File: src/rtl/execute_mem_dcache_tag_ctrl_pkg.sv
// Shared dcache definitions: default tag-array geometry and the
// tag-controller state encoding.
package execute_mem_dcache_tag_ctrl_pkg;

   localparam int DCACHE_IDX_W = 8;
   localparam int DCACHE_TAG_W = 19;

   typedef enum logic [1:0] {
      ST_IDLE    = 2'd0,
      ST_INV_CMP = 2'd1,
      ST_FLUSH   = 2'd2
   } tag_ctrl_state_t;

endpackage

File: src/rtl/execute_mem_dcache_tag_ctrl.sv
// Dcache tag-array controller: serialises refill writes, conditional
// invalidates (read-compare-clear via read port 1) and a full flush sweep
// onto the single tag-array write port.
module execute_mem_dcache_tag_ctrl
   import execute_mem_dcache_tag_ctrl_pkg::*;
#(
   parameter int IDX_W = DCACHE_IDX_W,
   parameter int TAG_W = DCACHE_TAG_W
) (
   input  logic             clk,
   input  logic             resetn,

   input  logic             refill_req,
   input  logic [IDX_W-1:0] refill_addr,
   input  logic [TAG_W-1:0] refill_tag,
   output logic             refill_ack,

   input  logic             inv_req,
   input  logic [IDX_W-1:0] inv_addr,
   input  logic [TAG_W-1:0] inv_tag,
   output logic             inv_ack,
   output logic             inv_hit,

   input  logic             flush_req,
   output logic             flush_busy,
   output logic             flush_done,

   output logic             wea,
   output logic [IDX_W-1:0] addra,
   output logic             dina_valid,
   output logic [TAG_W-1:0] dina_tag,

   output logic [IDX_W-1:0] addrc,
   input  logic             doutc_valid,
   input  logic [TAG_W-1:0] doutc_tag
);

   tag_ctrl_state_t  state;
   logic [IDX_W-1:0] counter;

   logic inv_match;
   logic flush_ok;
   logic inv_ok;
   logic refill_ok;

   // Tag compare on the combinational read data of the entry addressed by addrc.
   assign inv_match = doutc_valid && (doutc_tag == inv_tag);

   // A requester whose ack/done is high this cycle is still holding its
   // level request; masking it here keeps one request from being served twice.
   assign flush_ok  = flush_req  && !flush_done;
   assign inv_ok    = inv_req    && !inv_ack;
   assign refill_ok = refill_req && !refill_ack;

   // Controller FSM with all outputs registered.
   // NOTE: every register here uses <= so all of them update together from
   // the values sampled at the same clock edge.
   always_ff @(posedge clk or negedge resetn) begin
      if (!resetn) begin
         state      <= ST_IDLE;
         counter    <= '0;
         wea        <= 1'b0;
         addra      <= '0;
         dina_valid <= 1'b0;
         dina_tag   <= '0;
         addrc      <= '0;
         refill_ack <= 1'b0;
         inv_ack    <= 1'b0;
         inv_hit    <= 1'b0;
         flush_busy <= 1'b0;
         flush_done <= 1'b0;
      end else begin
         // NOTE: pulse outputs default low each cycle; only the branch that
         // owns a pulse raises it, so a missed branch cannot leave it stuck.
         wea        <= 1'b0;
         refill_ack <= 1'b0;
         inv_ack    <= 1'b0;
         inv_hit    <= 1'b0;
         flush_done <= 1'b0;

         case (state)
            ST_IDLE: begin
               if (flush_busy) begin
                  // Last sweep write has just been presented: close the flush.
                  flush_busy <= 1'b0;
                  flush_done <= 1'b1;
               end else if (flush_ok) begin
                  counter    <= '0;
                  flush_busy <= 1'b1;
                  state      <= ST_FLUSH;
               end else if (inv_ok) begin
                  addrc <= inv_addr;
                  state <= ST_INV_CMP;
               end else if (refill_ok) begin
                  wea        <= 1'b1;
                  addra      <= refill_addr;
                  dina_valid <= 1'b1;
                  dina_tag   <= refill_tag;
                  refill_ack <= 1'b1;
               end
            end

            ST_INV_CMP: begin
               inv_ack    <= 1'b1;
               inv_hit    <= inv_match;
               wea        <= inv_match;
               addra      <= addrc;
               dina_valid <= 1'b0;
               dina_tag   <= inv_tag;
               state      <= ST_IDLE;
            end

            ST_FLUSH: begin
               wea        <= 1'b1;
               addra      <= counter;
               dina_valid <= 1'b0;
               dina_tag   <= '0;
               counter    <= counter + 1'b1;
               if (counter == '1) begin
                  state <= ST_IDLE;
               end
            end

            default: begin
               state <= ST_IDLE;
            end
         endcase
      end
   end

endmodule

File: config.mk
export PLATFORM = sky130hd
export DESIGN_NAME = execute_mem_dcache_tag_ctrl
export DESIGN_NICKNAME = d
export VERILOG_FILES = /design/src/rtl/execute_mem_dcache_tag_ctrl_pkg.sv /design/src/rtl/execute_mem_dcache_tag_ctrl.sv
export SDC_FILE = /design/constraint.sdc
export NUM_CORES = 1
export LEC_CHECK = 0
export ABC_AREA = 1
export ABC_CLOCK_PERIOD_IN_PS = 1700
export CAP_MARGIN = 15
export CORE_ASPECT_RATIO = 0.5
export CORE_MARGIN = 2
export CORE_UTILIZATION = 24
export CTS_CLUSTER_SIZE = 12
export DETAILED_ROUTE_END_ITERATION = 8
export GPL_ROUTABILITY_DRIVEN = 0
export PLACE_DENSITY_LB_ADDON = 0.15
export SYNTH_ARGS = -nofsm -noshare
export SYNTH_HDL_FRONTEND = slang
export SYNTH_SLANG_ARGS = --single-unit
File: constraint.sdc
create_clock -name clk -period 1.7 [get_ports clk]
set_input_delay 0.34 -clock clk [delete_from_list [all_inputs] [get_ports clk]]
set_output_delay 0.34 -clock clk [all_outputs]
set_load 0.01 [all_outputs]
======== After elaboration in Yosys (flattened, before gate mapping) ========
Cells that the tools add are included.
operators by class
  add/subtract/negate cells ............... 1
  equal/unequal tests ..................... 11
  mux-type cells .......................... 35
  bitwise gates (word level) .............. 2
  reduce and logical (&&, ||, !) cells .... 17
operators with widths
  cell                                                                    count
  19-bit 2-to-1 mux                                                       4
  19-bit one-hot mux with 3 select lines                                  1
  8-bit 2-to-1 mux                                                        6
  8-bit one-hot mux with 3 select lines                                   1
  19-bit equality test                                                    1
  8-bit one-hot mux with 2 select lines                                   1
  1-bit 2-to-1 mux                                                        15
  2-bit inequality test (second input constant)                           6
  5-bit AND reduction                                                     2
  8-bit by 1-bit adder with 8-bit output (second input constant)          1
  8-bit equality test (second input constant)                             1
  2-bit 2-to-1 mux                                                        4
  3-bit AND reduction                                                     2
  1-bit logical AND                                                       4
  2-bit one-hot mux with 2 select lines                                   1
  4-bit AND reduction                                                     1
  2-bit nonzero test                                                      2
  1-bit zero test                                                         3
  3-bit inequality test (second input constant)                           1
  1-bit one-hot mux with 3 select lines                                   1
  3-bit nonzero test                                                      1
  2-bit by 1-bit equality test with 1-bit output (second input constant)  1
  2-bit equality test (second input constant)                             1
  2-bit zero test                                                         1
  other kinds (3)                                                         4
storage, ports and cells
  flip-flop bits (word level) ............. 52
  input port bits ......................... 79
  output and inout port bits .............. 42

======== Longest topological paths before layout ========
  depth after elaboration ................. 7
  mapped depth ............................ 11

======== Least setup slack after synthesis ========
No wires, ideal clock.
  path kind ............................... register to register
  from .................................... reg state[0]
  to ...................................... reg addra[0]
  library setup time ...................... 0.118 ns
  arrival time ............................ 1.535 ns
  data required time ...................... 1.582 ns
  path slack .............................. 0.047 ns
  stages on the path, launching flop included .. 10
  buffers on the path ..................... 2
  period minus slack after synthesis ...... 1.653 ns
  cells stage by stage .................... dfrtp_1 -> inv_1 -> ha_1 -> buf_2 -> clkinv_1 -> buf_2 -> nand2_1 -> o221ai_1 -> nand2_1 -> o21ai_2
on the way
  longest elaborated chain between the ends .. 3
ends and longest elaborated chain
  what                                                                                 line                                RTL
  start, declared                                                                      execute_mem_dcache_tag_ctrl.sv:38   tag_ctrl_state_t state;
  start signal, assigned                                                               execute_mem_dcache_tag_ctrl.sv:60   state <= ST_IDLE;
  start signal, assigned                                                               execute_mem_dcache_tag_ctrl.sv:90   state <= ST_FLUSH;
  start signal, assigned                                                               execute_mem_dcache_tag_ctrl.sv:93   state <= ST_INV_CMP;
  2-bit equality test (tied with other cells)                                          execute_mem_dcache_tag_ctrl.sv:81   case (state)
  3-bit nonzero test (no source line) / 2-bit inequality test (equally long branches)  -
  5-bit AND reduction (no source line)                                                 -
  end signal, assigned                                                                 execute_mem_dcache_tag_ctrl.sv:96   addra <= refill_addr;
  end signal, assigned                                                                 execute_mem_dcache_tag_ctrl.sv:107  addra <= addrc;
  end signal, assigned                                                                 execute_mem_dcache_tag_ctrl.sv:115  addra <= counter;
  end, declared                                                                        execute_mem_dcache_tag_ctrl.sv:29   output logic [IDX_W-1:0] addra,
Parallel ways exist; a longest one is shown, timed or not.
A chain may end at the register's enable or synchronous reset.

======== Final worst setup path ========
  from .................................... reg state[0]
  to ...................................... reg dina_tag[9]
on the way
  longest elaborated chain between the ends .. 3
ends and longest elaborated chain
  what                                                                                 line                                RTL
  2-bit equality test (tied with other cells)                                          execute_mem_dcache_tag_ctrl.sv:81
  3-bit nonzero test (no source line) / 2-bit inequality test (equally long branches)  -
  5-bit AND reduction (no source line)                                                 -
  end signal, assigned                                                                 execute_mem_dcache_tag_ctrl.sv:98   dina_tag <= refill_tag;
  end signal, assigned                                                                 execute_mem_dcache_tag_ctrl.sv:109  dina_tag <= inv_tag;
  end, declared                                                                        execute_mem_dcache_tag_ctrl.sv:31   output logic [TAG_W-1:0] dina_tag,
Parallel ways exist; a longest one is shown, timed or not.

==> impl_metrics.toml <==
[cells_and_area]
multi_input_area_sq_um = 1359
nFillCells = 1338
layout_common_cells = "nand2_1 (130), clkdlybuf4s50_1 (119), inv_1 (83)"
layout_commonest_cell = "nand2_1"
layout-drive-gt1-share = 0.1326
area_growth_syn_to_layout_pct = 55.92
nNetsFinal = 643
register_area_sq_um = 1303
antenna_cells = 0

[yosys]
async_flop_share = 1.000
syn_nets = 504
syn_avg_cell_area_sq_um = 7.316
synthCells = 419
netlist_area_sq_um = 3065
seq_area_frac_synth = 0.4245
synth-edff-count = 0
yosysWarnings = 0
ys_ff_latch = 52
ys_types = 22
synthFlopType = "dfrtp_1"

[critical_path]
crit_type = "reg -> reg"
r2r_setup_slack_ns = 0.04
reg2reg_from = "state[0]"
cp.arrival_ns = 1.85
reg2regPathDepth = 8
regToRegEndpoint = "dina_tag[9]"
required_ns = 1.89
start_kind = "flip-flop"
crit_fanout = 26
crit_path_end_kind = "flip-flop"

[placement]
port_buffers = 120
post-place-ws_ns = -0.2243
dpl.hpwl_um = 7373

[route]
first_pass_iters = 4
drt-total-wl_um = 9015
ant_nets = 0
avgViaCountPerCell = 4.062
wl_per_cell_um = 12.38
drt_iter0_drc = 92
via_count = 2957
remaining_drc_errors = 0

[die]
rows = 29
core_sq_um = 12550
ios = 121
initial_core_util = 0.2442
die_x_um = 163.8
die_area_sq_um = 13750
dieHeight_um = 83.92

[global_routing]
track_usage = 0.1400
grt_pass1_wl_um = 14990
grt_pass1_vias = 2951
grt.overflow.total = 0
antenna_found_initial = 0
grt_max_degree = 27

[sta]
setup_violations = 0
max_freq_mhz = 603.6
setup_slack_ns = 0.04334
hold_viol_final = 0
period_minus_slack_ns = 1.657
finalClockSkew_ns = 0.01071
slew_headroom = 0.6365
worst_slew_pin_slew_ns = 0.5453
finalMaxSlewViolations = 0
rsz0062_at_grt = "true"
period_share = 0.9745

[clocking]
clkLatencyLatePin_ns = 0.29
clk_pin_slew_worst_paths_ns = 0.07
root_buffer = "clkbuf_16"
clk_path_buf_depth = 2
htreeDepth = 2
clock_sinks = 52
cts_buffers = 5
cts_tree = "done"

[run_status]
run_status = "completed"

[power_and_ir_drop]
powerDensity_nw_per_um2 = 1531
worst_ir_drop_vdd_uv = 575.7
p_leak_nw = 2.305
power.total_mw = 7.319

[run]
cap_violations = 0

[hold_path]
min_path_type = "in -> async"
[worst max-delay path, stage by stage, from the launching register on]
cell and delay [ns]:
dfrtp_1 0.41, inv_1 0.09, ha_2 0.24, inv_2 0.06
o21a_1 0.19, and3_2 0.24, buf_12 0.18, nand2_1 0.08
o21ai_2 0.05
[layer usage]
| metal | part of all wire | wire, um | track usage | up-vias |
|---|---|---|---|---|
| li1 | - | - | - | 1554 |
| met1 | 0.46 | 4158 | 0.1836 | 1355 |
| met2 | 0.49 | 4391 | 0.2349 | 44 |
| met3 | 0.045 | 409 | 0.03676 | 4 |
| met4 | 0.0062 | 56 | 0.02392 | 0 |
| met5 | 0 | 0 | 0 | - |
[cells by family after synthesis]
kind of cell,count (synthesis),share of synthesized area
buffers and inverters,101,0.1408
xor gates and xnor gates,4,0.01143
muxes,1,0.003673
and+or+nand+nor,180,0.2290
DFF,52,0.4245
AOI/OAI and AO/OA,75,0.1661
adders and majority gates,6,0.02449
[where the power goes]
group          switching [mW]  leakage (nW)  internal (mW)  total [mW]
Combinational            2.28          1.58           2.07        4.35
Clock                   0.449        0.0667          0.537       0.986
Sequential              0.267         0.657           1.71        1.98
[worst max-delay path by stage]
| stage | startpoint | endpoint | slack (ns) |
|---|---|---|---|
| 2_1_floorplan | state[0] | addra[0] | 0.05 |
| 3_3_place_gp | flush_req | dina_tag[7] | -0.21 |
| 3_5_place_dp | flush_req | dina_tag[7] | -0.22 |
| 4_1_cts | state[0] | counter[6] | 0.03 |
| 5_1_grt | state[0] | dina_tag[2] | -0.07 |
| 6_report | state[0] | dina_tag[9] | 0.04 |
[final cells by class]
cell class                      count  share of cell area
Tap cell                          170             0.04450
Multi-Input combinational cell    266              0.2843
Clock buffer                        6             0.02696
Clock inverter                      1            0.001047
Sequential cell                    52              0.2725
Inverter                           86             0.06754
Timing Repair Buffer              147              0.3031
[cells in the mapped netlist, types with 4 or more instances]
| cell | number | area share |
|---|---|---|
| a21oi_1 | 14 | 0.023 |
| buf_2 | 6 | 0.0098 |
| buf_6 | 6 | 0.022 |
| dfrtp_1 | 52 | 0.42 |
| ha_1 | 6 | 0.024 |
| inv_1 | 83 | 0.10 |
| nand2_1 | 132 | 0.16 |
| nand3_1 | 16 | 0.026 |
| nor2_1 | 28 | 0.034 |
| o21ai_0 | 24 | 0.039 |
| o21ai_2 | 27 | 0.077 |
| o221ai_1 | 7 | 0.020 |
| xnor2_1 | 4 | 0.011 |
[stage by stage]
step	hold slack, ns	TNS [ns]	area (sq um)	std cells	utilization
finish	0.01852	0	4780	728	0.3807
CTS	0.04191	0	4756	728	0.3788
floorplan	0.04441	0	3065	419	-
detailed placement	0.3633	-7.029	4619	721	0.3679
global placement	0.3603	-6.629	4619	721	0.3679
global route	0.05972	-1.190	4780	728	0.3807
[timing repair]
action | 4_1_cts | 5_1_grt
gates resized for setup | 1 | 9
hold endpoints to repair | 0 | 0
setup buffers | 0 | 0
hold buffers | 0 | 0
pin swaps | 0 | 1
setup endpoints to repair | 6 | 44
[flip-flops by register name, summed over array words and instances, names as in the netlist]
name and flops:
dina_tag 19, addra 8, addrc 8, counter 8
state 2, dina_valid 1, flush_busy 1, flush_done 1
inv_ack 1, inv_hit 1, refill_ack 1, wea 1
Note: power is estimated with default switching activity, not from simulation.
